==> src/rtl/led_cmd_rx.sv <==
// led_cmd_rx: UART (8N1) receiver feeding a 4-byte LED command parser.
// Frame: A5, idx (0..7), val, chk = {5'b0,idx} ^ val.
// Accepted frames pulse cmd_valid and update cmd_idx/cmd_val. Bad frames
// pulse err instead. A bad frame is a framing, index or checksum error.
// cmd_valid and err are registered one cycle after the stop-bit sample.
// They are never high in the same cycle.
// Optional feature macro: LED_CMD_TIMEOUT_EN. When it is defined, the parser
// returns to HUNT with an err pulse after it sits outside HUNT for 20 bit
// times without receiving a byte.
module led_cmd_rx #(
    parameter int CLK_FREQ = 25_000_000,
    parameter int BAUD     = 115_200
) (
    input  logic       clk,
    input  logic       rst_n,
    input  logic       rx,
    output logic       cmd_valid,
    output logic [2:0] cmd_idx,
    output logic [7:0] cmd_val,
    output logic       err,
    output logic       rx_busy
);

    localparam int DIV  = CLK_FREQ / BAUD;
    localparam int HALF = DIV / 2;
    localparam logic [15:0] DIV_LAST  = 16'(DIV - 1);
    localparam logic [15:0] HALF_LAST = 16'(HALF - 1);

    // UART receiver states
    localparam logic [1:0] U_IDLE  = 2'd0;
    localparam logic [1:0] U_START = 2'd1;
    localparam logic [1:0] U_DATA  = 2'd2;
    localparam logic [1:0] U_STOP  = 2'd3;

    // Command parser states
    localparam logic [1:0] P_HUNT = 2'd0;
    localparam logic [1:0] P_IDX  = 2'd1;
    localparam logic [1:0] P_VAL  = 2'd2;
    localparam logic [1:0] P_CHK  = 2'd3;

    localparam logic [7:0] HEADER = 8'hA5;

    // Synchronizer
    logic rx_meta_q, rx_sync_q;

    // UART receiver state
    logic [1:0]  u_state_q, u_state_d;
    logic [15:0] cnt_q, cnt_d;
    logic [2:0]  bit_q, bit_d;
    logic [7:0]  shift_q, shift_d;
    logic        busy_q, busy_d;
    logic        byte_stb;
    logic        frame_err;

    // Parser state and outputs
    logic [1:0] p_state_q, p_state_d;
    logic [2:0] idx_q, idx_d;
    logic [7:0] val_q, val_d;
    logic [2:0] cmd_idx_q, cmd_idx_d;
    logic [7:0] cmd_val_q, cmd_val_d;
    logic       cmd_valid_q, cmd_valid_d;
    logic       err_q, err_d;

`ifdef LED_CMD_TIMEOUT_EN
    localparam logic [31:0] TMO_LAST = 32'(20 * DIV - 1);
    logic [31:0] tmo_q, tmo_d;
    logic        tmo_fire;
`endif

    // Two-flop synchronizer for the asynchronous line; both flops idle high
    always_ff @(posedge clk or negedge rst_n) begin
        if (!rst_n) begin
            rx_meta_q <= 1'b1;
            rx_sync_q <= 1'b1;
        end else begin
            rx_meta_q <= rx;
            rx_sync_q <= rx_meta_q;
        end
    end

    // UART next state: the start bit is checked at mid-bit, then every later bit is sampled one bit time apart
    always_comb begin
        u_state_d = u_state_q;
        cnt_d     = cnt_q;
        bit_d     = bit_q;
        shift_d   = shift_q;
        busy_d    = busy_q;
        byte_stb  = 1'b0;
        frame_err = 1'b0;
        case (u_state_q)
            U_IDLE: begin
                if (!rx_sync_q) begin
                    u_state_d = U_START;
                    cnt_d     = 16'd0;
                    busy_d    = 1'b1;
                end
            end
            U_START: begin
                if (cnt_q == HALF_LAST) begin
                    cnt_d = 16'd0;
                    if (!rx_sync_q) begin
                        u_state_d = U_DATA;
                        bit_d     = 3'd0;
                    end else begin
                        // line went back high: a glitch, not a start bit
                        u_state_d = U_IDLE;
                        busy_d    = 1'b0;
                    end
                end else begin
                    cnt_d = cnt_q + 16'd1;
                end
            end
            U_DATA: begin
                if (cnt_q == DIV_LAST) begin
                    cnt_d   = 16'd0;
                    shift_d = {rx_sync_q, shift_q[7:1]};
                    bit_d   = bit_q + 3'd1;
                    if (bit_q == 3'd7) begin
                        u_state_d = U_STOP;
                    end
                end else begin
                    cnt_d = cnt_q + 16'd1;
                end
            end
            U_STOP: begin
                if (cnt_q == DIV_LAST) begin
                    cnt_d     = 16'd0;
                    busy_d    = 1'b0;
                    u_state_d = U_IDLE;
                    if (rx_sync_q) begin
                        byte_stb = 1'b1;
                    end else begin
                        frame_err = 1'b1;
                    end
                end else begin
                    cnt_d = cnt_q + 16'd1;
                end
            end
            default: begin
                u_state_d = U_IDLE;
            end
        endcase
    end

    // UART registers
    always_ff @(posedge clk or negedge rst_n) begin
        if (!rst_n) begin
            u_state_q <= U_IDLE;
            cnt_q     <= 16'd0;
            bit_q     <= 3'd0;
            shift_q   <= 8'd0;
            busy_q    <= 1'b0;
        end else begin
            u_state_q <= u_state_d;
            cnt_q     <= cnt_d;
            bit_q     <= bit_d;
            shift_q   <= shift_d;
            busy_q    <= busy_d;
        end
    end

`ifdef LED_CMD_TIMEOUT_EN
    assign tmo_fire = (p_state_q != P_HUNT) && (tmo_q == TMO_LAST);

    // Inactivity counter: runs only while a frame is partially received
    always_comb begin
        tmo_d = tmo_q + 32'd1;
        if (byte_stb || frame_err || tmo_fire || (p_state_q == P_HUNT)) begin
            tmo_d = 32'd0;
        end
    end

    // Timeout counter register
    always_ff @(posedge clk or negedge rst_n) begin
        if (!rst_n) begin
            tmo_q <= 32'd0;
        end else begin
            tmo_q <= tmo_d;
        end
    end
`endif

    // Parser next state: the byte is consumed in the same cycle it is strobed, so outputs land one cycle later
    always_comb begin
        p_state_d   = p_state_q;
        idx_d       = idx_q;
        val_d       = val_q;
        cmd_idx_d   = cmd_idx_q;
        cmd_val_d   = cmd_val_q;
        cmd_valid_d = 1'b0;
        err_d       = 1'b0;
        if (frame_err) begin
            p_state_d = P_HUNT;
            err_d     = 1'b1;
        end else if (byte_stb) begin
            case (p_state_q)
                P_HUNT: begin
                    if (shift_q == HEADER) begin
                        p_state_d = P_IDX;
                    end
                end
                P_IDX: begin
                    // any out-of-range value, including a second header, aborts the frame
                    if (shift_q[7:3] == 5'd0) begin
                        idx_d     = shift_q[2:0];
                        p_state_d = P_VAL;
                    end else begin
                        err_d     = 1'b1;
                        p_state_d = P_HUNT;
                    end
                end
                P_VAL: begin
                    val_d     = shift_q;
                    p_state_d = P_CHK;
                end
                P_CHK: begin
                    if (shift_q == ({5'b0, idx_q} ^ val_q)) begin
                        cmd_idx_d   = idx_q;
                        cmd_val_d   = val_q;
                        cmd_valid_d = 1'b1;
                    end else begin
                        err_d = 1'b1;
                    end
                    p_state_d = P_HUNT;
                end
                default: begin
                    p_state_d = P_HUNT;
                end
            endcase
        end
`ifdef LED_CMD_TIMEOUT_EN
        else if (tmo_fire) begin
            err_d     = 1'b1;
            p_state_d = P_HUNT;
        end
`endif
    end

    // Parser and output registers
    always_ff @(posedge clk or negedge rst_n) begin
        if (!rst_n) begin
            p_state_q   <= P_HUNT;
            idx_q       <= 3'd0;
            val_q       <= 8'd0;
            cmd_idx_q   <= 3'd0;
            cmd_val_q   <= 8'd0;
            cmd_valid_q <= 1'b0;
            err_q       <= 1'b0;
        end else begin
            p_state_q   <= p_state_d;
            idx_q       <= idx_d;
            val_q       <= val_d;
            cmd_idx_q   <= cmd_idx_d;
            cmd_val_q   <= cmd_val_d;
            cmd_valid_q <= cmd_valid_d;
            err_q       <= err_d;
        end
    end

    assign cmd_valid = cmd_valid_q;
    assign cmd_idx   = cmd_idx_q;
    assign cmd_val   = cmd_val_q;
    assign err       = err_q;
    assign rx_busy   = busy_q;

endmodule

==> config.mk <==
export PLATFORM = sky130hd
export DESIGN_NAME = led_cmd_rx
export DESIGN_NICKNAME = d
export VERILOG_FILES = /design/src/rtl/led_cmd_rx.sv
export SDC_FILE = /design/constraint.sdc
export NUM_CORES = 1
export LEC_CHECK = 0
export ABC_AREA = 1
export BUFFER_PORTS_ARGS = -buffer_cell sky130_fd_sc_hd__buf_2
export CAP_MARGIN = 20
export CORE_ASPECT_RATIO = 0.8
export CORE_UTILIZATION = 37
export DETAILED_ROUTE_END_ITERATION = 16
export MAX_ROUTING_LAYER = met4
export SYNTH_ARGS = -nofsm -noshare
export SYNTH_HDL_FRONTEND = slang
export SYNTH_SLANG_ARGS = --single-unit
==> constraint.sdc <==
create_clock -name clk -period 5.01 [get_ports clk]
set_input_delay 0.501 -clock clk [delete_from_list [all_inputs] [get_ports clk]]
set_output_delay 0.501 -clock clk [all_outputs]
set_load 0.01 [all_outputs]
==> impl_metrics.ini, run 1 <==
[status]
status = complete, but fails checks
failed_checks = design-rule violations

[cts]
cts_resized = 0
cts-buffers-inserted = 9
worst_setup_hold_path_clk_slew_ps = 70
clk-insertion-delay-late_ps = 330
number_of_buffers_inserted_by_hold_repair_at_cts = 0
cts.sinks = 58
clock_path_buffers = 2
tritoncts = built
cts.root.buffer_cell = sky130_fd_sc_hd__clkbuf_8
cts.repair_timing.setup_buffer_count = 0
clock_tree.htree_level_count = 3

[setup_path]
startpoint_type_of_the_worst_setup_path = register
path_common_cell = sky130_fd_sc_hd__nand2_1
worstPathBufferInverterCount = 1
r2r.worst_path.cells = 9
largest_delay_share_family_worst_path = simple AND/OR/NAND/NOR gates
criticalPathCategory = register to register
critical_path.max_stage_delay_ps = 400
worst_r2r_startpoint = cnt_q[0]
cp-startpoint = cnt_q[0]
crit_path_end_kind = register
cpMaxStageDelayCell = sky130_fd_sc_hd__nor3_4
cp.arrival_ps = 2250
critical_path_depth = 9
crit_required_ps = 5230
cp_cell_sequence = inv_1 > ha_1 > nand3_1 > nor2_4 > nand3_4 > nor3_4 > nand2_2 > nand2_1 > nand2_1
worstPathMaxFanout = 13

[logic_synthesis]
synth_top_cells_by_area = sky130_fd_sc_hd__dfrtp_1, sky130_fd_sc_hd__nand2_1, sky130_fd_sc_hd__inv_1
synthDistinctLibCells = 31
syn-num-nets = 397
synth_warnings = 0
synth_area_per_cell_um2 = 7.713
seq_area_frac_synth_pct = 48.34
synth_cells = 390
syn-cell-area_um2 = 3008
synth_largest_type_area_fraction_pct = 46.59
yosys_register_bits = 58
synth_area_leader_cell = sky130_fd_sc_hd__dfrtp_1

[floorplan]
core_area_um2 = 7910
fp.dieArea_um2 = 8496
pin_count = 17
die_y_um = 82.65
die_w_um = 102.8
std_cell_rows = 29
initial_utilization_pct = 38.03

[sta]
hold_violation_total_from_the_final_report = 0
skew_ps = 7.941
fin_crit_ps = 2033
rsz0062_at_grt = false
maxSlewViolCount = 0
finalSetupTns_ps = 0
worstMarginPinSlew_ps = 750.1
min_period_over_period_pct = 40.57
fmaxAchievable_ghz = 0.4920
setup_viol_count_final = 0
timing.max_slew.rel_slack_pct = 49.99

[hold_path]
timing.hold.worst.class = primary input to register
timing.hold.worst.start = rx
holdPathStages = 1

[layout]
final_cell_mix = sky130_fd_sc_hd__nand2_1, sky130_fd_sc_hd__dfrtp_1, sky130_fd_sc_hd__inv_1
mostFrequentLayoutCell = sky130_fd_sc_hd__nand2_1
fin_nets = 418
stdcell_count = 524
antenna_cells = 0
final_layout_size_suffix_gt1_share_pct = 12.74
area_delta_synth_final_pct = 13.69
fill_cells = 822

[drt]
remaining_drc_errors = 2
drt_iter0_markers = 155
remaining_antenna_violation_count = 0
via_count = 2442
vias_per_cell = 4.660
wl_per_cell_um = 11.71
dr.pass1.iters = 10
wirelength_um = 6138

[global_routing]
met3_usage_pct = 4.040
number_of_global_route_vias_before_repair = 2231
grt_antenna_before_repair = 0
grtUsageMet1_pct = 23.48
first_pass_grt_wire_length_um = 10410
grt_start_max_net_pins = 59
grt_met2_usage_pct = 23.33
top_usage_layer = met1
global_route.usage.total_pct = 16.45
overflow = 0

[power_and_ir_drop]
vdd_drop_max_mv = 0.1386
total_power_w = 0.0009844
cellPowerDensity_nw_per_um2 = 287.9
cellLeakagePower_nw = 1.731

[placement]
gp_routability_congestion = 0.8080
placement.io_buffers = 16
place.detailed.instances = 508
post-dp-hpwl_um = 4437

[flow_run]
max-cap-violations = 0
## per-stage QoR
step	hold WS, ps	instance area [um^2]	setup WS (ps)	util, %
after CTS	250.0	3420	2969	43.23
after global routing	243.8	3420	2676	43.23
after detailed placement	348.1	3182	2983	40.22
after global placement	346.4	3182	3042	40.22
final	265.1	3420	2977	43.23
after floorplan	205.4	3008	3420	-
## flip-flops by register name (all words and copies together) (netlist names), named ones only
| name | flops |
|---|---|
| cnt_q | 16 |
| cmd_val | 8 |
| shift_q | 8 |
| val_q | 8 |
| bit_q | 3 |
| cmd_idx | 3 |
| idx_q | 3 |
| p_state_q | 2 |
| cmd_valid | 1 |
| err | 1 |
| rx_busy | 1 |
| rx_meta_q | 1 |
| rx_sync_q | 1 |
| u_state_q | 1 |
## metal layers
| layer | part of all wire, % | wire, um |
|---|---|---|
| met1 | 55 | 3390 |
| met3 | 2.9 | 176 |
| met4 | 1.0 | 63 |
| met2 | 41 | 2508 |
| met5 | 0 | 0 |
## power breakdown
part           internal [W]  switching, W
registers          0.000470   0.000000451
logic            0.00000131    0.00000994
clock network      0.000320      0.000183
## cell usage after synthesis
cell                       instances
sky130_fd_sc_hd__a21oi_1           5
sky130_fd_sc_hd__ha_1              4
sky130_fd_sc_hd__nor3_1            6
sky130_fd_sc_hd__nand2_1         121
sky130_fd_sc_hd__dfrtp_1          56
sky130_fd_sc_hd__o21ai_2           2
sky130_fd_sc_hd__nand4_1           7
sky130_fd_sc_hd__nor2_4            1
sky130_fd_sc_hd__clkinv_1          1
sky130_fd_sc_hd__nor3_2            1
sky130_fd_sc_hd__o211ai_1          1
sky130_fd_sc_hd__buf_4             1
sky130_fd_sc_hd__xor2_1            3
sky130_fd_sc_hd__o21ai_0          14
sky130_fd_sc_hd__o21bai_1          1
sky130_fd_sc_hd__nand2_2           3
sky130_fd_sc_hd__o21a_1            1
sky130_fd_sc_hd__dfstp_2           2
sky130_fd_sc_hd__inv_1            50
sky130_fd_sc_hd__nor2_1           29
sky130_fd_sc_hd__buf_6             2
sky130_fd_sc_hd__o22ai_1           4
sky130_fd_sc_hd__xnor2_1           4
sky130_fd_sc_hd__nand3_1          37
sky130_fd_sc_hd__nor2_2            2
sky130_fd_sc_hd__o21ai_1          19
sky130_fd_sc_hd__nor3_4            2
sky130_fd_sc_hd__inv_2             6
sky130_fd_sc_hd__clkbuf_1          1
sky130_fd_sc_hd__nand3_4           1
sky130_fd_sc_hd__buf_2             3
## cell type report
type                            instances  area (um^2)  area share (%)
Inverter                               57        214.0           6.257
Tap cell                              108        135.1           3.952
Clock inverter                          4        72.57           2.122
Timing Repair Buffer                   17        87.58           2.561
Multi-Input combinational cell        268         1291           37.76
Sequential cell                        58         1454           42.52
Clock buffer                           12        165.2           4.830
## cells by family (layout without fill, tap and decap cells)
logic type	Yosys count	in the layout	synth area share (%)
AO/OA/AOI/OAI	47	47	8.486
XOR/XNOR	7	7	2.038
adder cells (fa/ha/maj)	4	4	1.664
buffers and inverters	64	90	8.735
flip-flops	58	58	48.34
AND/OR/NAND/NOR	210	210	30.74
## path summary, 6_finish.rpt
check | end | slack (ps)
max | cmd_val[2] | 2980
min | rx_meta_q | 270
max reg2reg | cmd_val[2] | 2980
min reg2reg | rx_sync_q | 360
max in group asynchronous | shift_q[6] | 4180
min in group asynchronous | cnt_q[12] | 310
## worst reg2reg max path: stages, from the launching register on
cell and delay, ps:
sky130_fd_sc_hd__dfrtp_1 390, sky130_fd_sc_hd__inv_1 90, sky130_fd_sc_hd__ha_1 180, sky130_fd_sc_hd__nand3_1 130
sky130_fd_sc_hd__nor2_4 160, sky130_fd_sc_hd__nand3_4 120, sky130_fd_sc_hd__nor3_4 410, sky130_fd_sc_hd__nand2_2 260
sky130_fd_sc_hd__nand2_1 140, sky130_fd_sc_hd__nand2_1 50
Power figures use the tool's default switching activity.
==> run 2: changes to the inputs <==
==> constraint.sdc (replaced) <==
create_clock -name clk -period 1.9 [get_ports clk]
set_input_delay 0.19 -clock clk [delete_from_list [all_inputs] [get_ports clk]]
set_output_delay 0.19 -clock clk [all_outputs]
set_load 0.01 [all_outputs]
==> impl_metrics.ini, run 2 (same netlist as run 1, synthesis figures left out) <==
[status]
status = complete, but fails checks
failed_checks = design-rule violations

[floorplan]
std_cell_rows = 29
die_y_um = 82.65
initial_utilization_pct = 38.03
core_area_um2 = 7910
pin_count = 17
die_w_um = 102.8
fp.dieArea_um2 = 8496

[layout]
final_layout_size_suffix_gt1_share_pct = 15.19
number_of_flip_flops_in_the_largest_register = 16
area_delta_synth_final_pct = 16.47
mostFrequentLayoutCell = sky130_fd_sc_hd__nand2_1
fin_nets = 430
largest_register = cnt_q
antenna_cells = 0
final_cell_mix = sky130_fd_sc_hd__nand2_1, sky130_fd_sc_hd__dfrtp_1, sky130_fd_sc_hd__inv_1
fin_area_um2 = 3503

[drt]
drt_iter0_markers = 199
remaining_antenna_violation_count = 0
wl_per_cell_um = 11.88
wirelength_um = 6369
via_count = 2523
dr.pass1.iters = 10
remaining_drc_errors = 2
vias_per_cell = 4.707

[global_routing]
grt_antenna_before_repair = 0
number_of_global_route_vias_before_repair = 2218
grt_start_max_net_pins = 59
first_pass_grt_wire_length_um = 10520
global_route.usage.total_pct = 17.10
overflow = 0

[setup_path]
worstPathMaxFanout = 12
startpoint_type_of_the_worst_setup_path = register
cp-startpoint = cnt_q[0]
crit_path_end_kind = register
crit_required_ps = 2180
r2r.worst_path.cells = 9
timing.reg2reg.setup_slack_ps = 200
cp.arrival_ps = 1980
path_common_cell = sky130_fd_sc_hd__nand3_1
r2r_end = cmd_idx[2]
critical_path.max_stage_delay_ps = 400
cpMaxStageDelayCell = sky130_fd_sc_hd__dfrtp_1
worst_r2r_startpoint = cnt_q[0]
criticalPathCategory = register to register
cp_cell_sequence = inv_1 > ha_1 > nand3_1 > nor2_4 > nand3_4 > nor3_4 > buf_6 > nand3_1 > nand2_1

[cts]
tritoncts = built
cts.sinks = 58
clock_tree.htree_level_count = 3
clk-insertion-delay-late_ps = 340
clock_path_buffers = 2
cts-buffers-inserted = 9
worst_setup_hold_path_clk_slew_ps = 70
cts.root.buffer_cell = sky130_fd_sc_hd__clkbuf_8
cts.repair_timing.setup_buffer_count = 0

[sta]
fmaxAchievable_ghz = 0.5884
hold_violation_total_from_the_final_report = 0
setup_viol_count_final = 0
worstMarginPinSlew_ps = 374.6
min_period_over_period_pct = 89.44
skew_ps = 9.459
rsz0062_at_grt = false
finalSetupTns_ps = 0
maxSlewViolCount = 0
fin_crit_ps = 1699
timing.max_slew.rel_slack_pct = 74.84

[placement]
placement.io_buffers = 16
post_dp_cell_area_um2 = 3282
post-dp-hpwl_um = 4543
gp_routability_congestion = 0.8704

[flow_run]
max-cap-violations = 0

[hold_path]
timing.hold.worst.class = primary input to async pin

[power_and_ir_drop]
cellPowerDensity_nw_per_um2 = 672.9
vdd_drop_max_mv = 0.3089
cellLeakagePower_nw = 1.774
[run 2: worst max path at each step]
stage                              end  slack [ps]  cells after the start
final                       cmd_idx[2]         200                      9
after global routing      p_state_q[0]           8                      9
after CTS                     cnt_q[3]          20                      9
after detailed placement      cnt_q[3]          30                      9
after global placement        cnt_q[3]         120                      9
after floorplan             cmd_idx[0]         310                     10
[run 2: per-layer routing]
| metal | wire, um | vias to the layer above | part of all wire [%] | track usage (%) |
|---|---|---|---|---|
| met5 | 0 | - | 0 | - |
| met4 | 21 | 0 | 0.33 | 5.915 |
| met3 | 260 | 2 | 4.1 | 4.966 |
| met2 | 2754 | 45 | 43 | 23.20 |
| met1 | 3333 | 1170 | 52 | 24.07 |
| li1 | - | 1306 | - | - |
[run 2: layout make-up]
cell class	instances	area (um^2)
clock buffers	10	127.6
clock inverters	6	57.56
fillers	842	4407
inverters	57	214.0
multi-input cells	268	1304
flip-flops and latches	58	1454
well taps	108	135.1
repair buffers	29	211.5
[run 2: what timing repair did]
action / in CTS / in global routing
hold buffers: 2 / 0
endpoints found under the setup margin: 0 / 18
hold endpoints to repair: 57 / 0
resized for setup: 0 / 5
[run 2: critical path, delay by kind of cell, from the launching register on]
family	cells	cell delay (ps)
adders and majority gates	1	190
and+or+nand+nor	6	760
buffers and inverters	2	290
DFF	1	400
[run 2: report_power, final]
group / switching (W) / internal (W) / leakage [nW]
registers: 0.00000121 / 0.00124 / 0.784
clock network: 0.000485 / 0.000596 / 0.0958
logic: 0.0000276 / 0.00000919 / 0.895
total: 0.000514 / 0.00184 / 1.77
[run 2: per-stage QoR]
stage	total power, W	worst slack [ps]	std cells	util [%]	hold slack, ps
CTS	0.002393	24.73	536	44.08	359.9
finish	0.002357	200.6	536	44.29	357.6
floorplan	0.001265	309.7	390	-	-105.6
detailed placement	0.001299	33.26	518	41.49	219.5
global placement	0.001299	117.0	518	41.49	218.7
global route	0.002466	8.384	536	44.29	360.9
==> run 3: changes to the inputs <==
--- a/config.mk
+++ b/config.mk
@@ -5,7 +5,6 @@
 export SDC_FILE = /design/constraint.sdc
 export NUM_CORES = 1
 export LEC_CHECK = 0
-export ABC_AREA = 1
 export BUFFER_PORTS_ARGS = -buffer_cell sky130_fd_sc_hd__buf_2
 export CAP_MARGIN = 20
 export CORE_ASPECT_RATIO = 0.8
==> impl_metrics.ini, run 3 <==
[status]
status = complete, but fails checks
failed_checks = negative setup slack

[layout]
antenna_cells = 0
mostFrequentLayoutCell = sky130_fd_sc_hd__dfrtp_1
largest_register = cnt_q
number_of_flip_flops_in_the_largest_register = 16
fin_nets = 311
final_layout_size_suffix_gt1_share_pct = 45.95
final_cell_mix = sky130_fd_sc_hd__dfrtp_1, sky130_fd_sc_hd__buf_4, sky130_fd_sc_hd__mux2_4
area_delta_synth_final_pct = 35.70

[drt]
dr.pass1.iters = 4
remaining_drc_errors = 0
wirelength_um = 6289
via_count = 2114
remaining_antenna_violation_count = 0
wl_per_cell_um = 15.19
drt_iter0_markers = 107
vias_per_cell = 5.106

[sta]
hold_violation_total_from_the_final_report = 0
fmaxAchievable_ghz = 0.5172
timing.max_slew.rel_slack_pct = 63.00
worstMarginPinSlew_ps = 555.0
fin_crit_ps = 1933
final.hold.worst_slack_ps = 357.3
min_period_over_period_pct = 101.8
skew_ps = 8.937
setup_ws_ps = -33.31
maxSlewViolCount = 0
setup_viol_count_final = 16
rsz0062_at_grt = true

[floorplan]
fp.dieArea_um2 = 8019
die_y_um = 80.30
die_w_um = 99.87
core_area_um2 = 7392
std_cell_rows = 28
pin_count = 17
initial_utilization_pct = 38.35

[setup_path]
largest_delay_share_family_worst_path = simple AND/OR/NAND/NOR gates
critical_path.max_stage_delay_ps = 390
crit_path_end_kind = register
cp_cell_sequence = xnor3_1 > nand3_2 > nor4_4 > nand3_2 > buf_12 > mux2_4
cp.arrival_ps = 2160
criticalPathCategory = register to register
worstPathBufferInverterCount = 1
startpoint_type_of_the_worst_setup_path = register
cpMaxStageDelayCell = sky130_fd_sc_hd__xnor3_1
path_common_cell = sky130_fd_sc_hd__nand3_2
crit_required_ps = 2130
critical_path_depth = 6
r2r.worst_path.cells = 6
timing.reg2reg.setup_slack_ps = -30
worstPathMaxFanout = 10

[logic_synthesis]
syn-num-nets = 243
synth_warnings = 0
synth_largest_type_area_fraction_pct = 49.43
number_of_synthesized_flops_with_an_enable_pin = 0
synthArstFlopShare_pct = 100.0
synth_top_cells_by_area = sky130_fd_sc_hd__dfrtp_1, sky130_fd_sc_hd__mux2_2, sky130_fd_sc_hd__mux2_4
yosys_register_bits = 58
synth_area_leader_cell = sky130_fd_sc_hd__dfrtp_1
synth_area_per_cell_um2 = 12.01
yosysMostFrequentCell = sky130_fd_sc_hd__dfrtp_1
synth_cells = 236
syn-cell-area_um2 = 2835
seq_area_frac_synth_pct = 51.28
synth_top_flop_cell = sky130_fd_sc_hd__dfrtp_1
post_synth_most_frequent_cells = sky130_fd_sc_hd__dfrtp_1, sky130_fd_sc_hd__mux2_2, sky130_fd_sc_hd__nand2_1
synthDistinctLibCells = 42

[cts]
clock_tree.htree_level_count = 3
clk-insertion-delay-late_ps = 340
worst_setup_hold_path_clk_slew_ps = 70
cts.root.buffer_cell = sky130_fd_sc_hd__clkbuf_8
tritoncts = built
cts.sinks = 58
cts-buffers-inserted = 9
clock_path_buffers = 2

[global_routing]
grt_antenna_before_repair = 0
first_pass_grt_wire_length_um = 10210
grtUsageMet1_pct = 23.69
grt_start_max_net_pins = 38
grt_met2_usage_pct = 24.76
top_usage_layer = met2
number_of_global_route_vias_before_repair = 2003
met3_usage_pct = 6.005
overflow = 0
global_route.usage.total_pct = 17.57

[power_and_ir_drop]
cellLeakagePower_nw = 1.906
cellPowerDensity_nw_per_um2 = 611.3
vdd_drop_max_mv = 0.2940

[flow_run]
max-cap-violations = 0

[hold_path]
holdPathStages = 0
timing.hold.worst.class = register to register

[placement]
post-dp-hpwl_um = 3874
dpl_worst_slack_ps = -205.3
placement.io_buffers = 16
gp_routability_congestion = 0.7803
[run 3: cell types whose count changed after synthesis, sizes merged, moves of 8 or more]
cell / delta
o21ai: -29
nand3: -27
a21oi: +8
a31oi: +12
inv: -51
nand2: -104
nor2: -27
xnor2: +9
mux2: +31
[run 3: final cells by class]
cell class	count	area, um^2
fillers	642	3545
multi-input cells	166	1535
well taps	105	131.4
clock buffers	12	165.2
flip-flops and latches	58	1454
inverters	5	18.77
clock inverters	4	25.02
repair buffers	64	518.0
[run 3: timing repair]
item,in CTS,in global routing
setup endpoints to repair,40,49
setup buffers,5,3
endpoints found under the hold margin,22,0
resized for setup,25,26
gates cloned,2,0
hold buffers,2,0
pin swaps,6,10
[run 3: where the power goes]
part / switching, W / internal [W]
registers: 0.00000280 / 0.00124
clock network: 0.000497 / 0.000575
logic: 0.0000291 / 0.00000913
total: 0.000529 / 0.00182
[run 3: cell families (layout without fill, tap and decap cells)]
group                    Yosys count  in the layout  share of synthesized area [%]
flip-flops                        58             58                          51.28
AND/OR/NAND/NOR                   73             73                          16.20
XOR/XNOR                          14             14                          4.810
AO/OA/AOI/OAI                     42             43                          9.665
multiplexers                      32             32                          13.99
adder cells (fa/ha/maj)            4              4                          1.765
buffers and inverters             13             85                          2.294
[run 3: per-stage QoR]
stage,util (%),TNS [ps],instance area (um^2),cells,power [W]
4_1_cts,50.07,-281.8,3701,411,0.002380
2_1_floorplan,-,0,2835,236,0.001266
3_5_place_dp,44.85,-2495,3316,386,0.001300
3_3_place_gp,44.85,-1392,3316,386,0.001300
6_report,52.05,-340.7,3847,414,0.002352
5_1_grt,52.05,-3322,3847,414,0.002441
[run 3: metal layers]
metal	vias to the layer above	share of wire (%)
met5	-	0
met4	0	1.2
met3	7	3.4
met2	32	44
met1	1054	51
li1	1021	-
[run 3: worst paths after layout]
path	from	to
max in group asynchronous	rst_n	rx_meta_q
worst min-delay path	rx_meta_q	rx_sync_q
worst max-delay path	shift_q[2]	cmd_val[3]
worst max register to register	shift_q[2]	cmd_val[3]
min in group asynchronous	rst_n	cmd_val[1]
worst min register to register	rx_meta_q	rx_sync_q
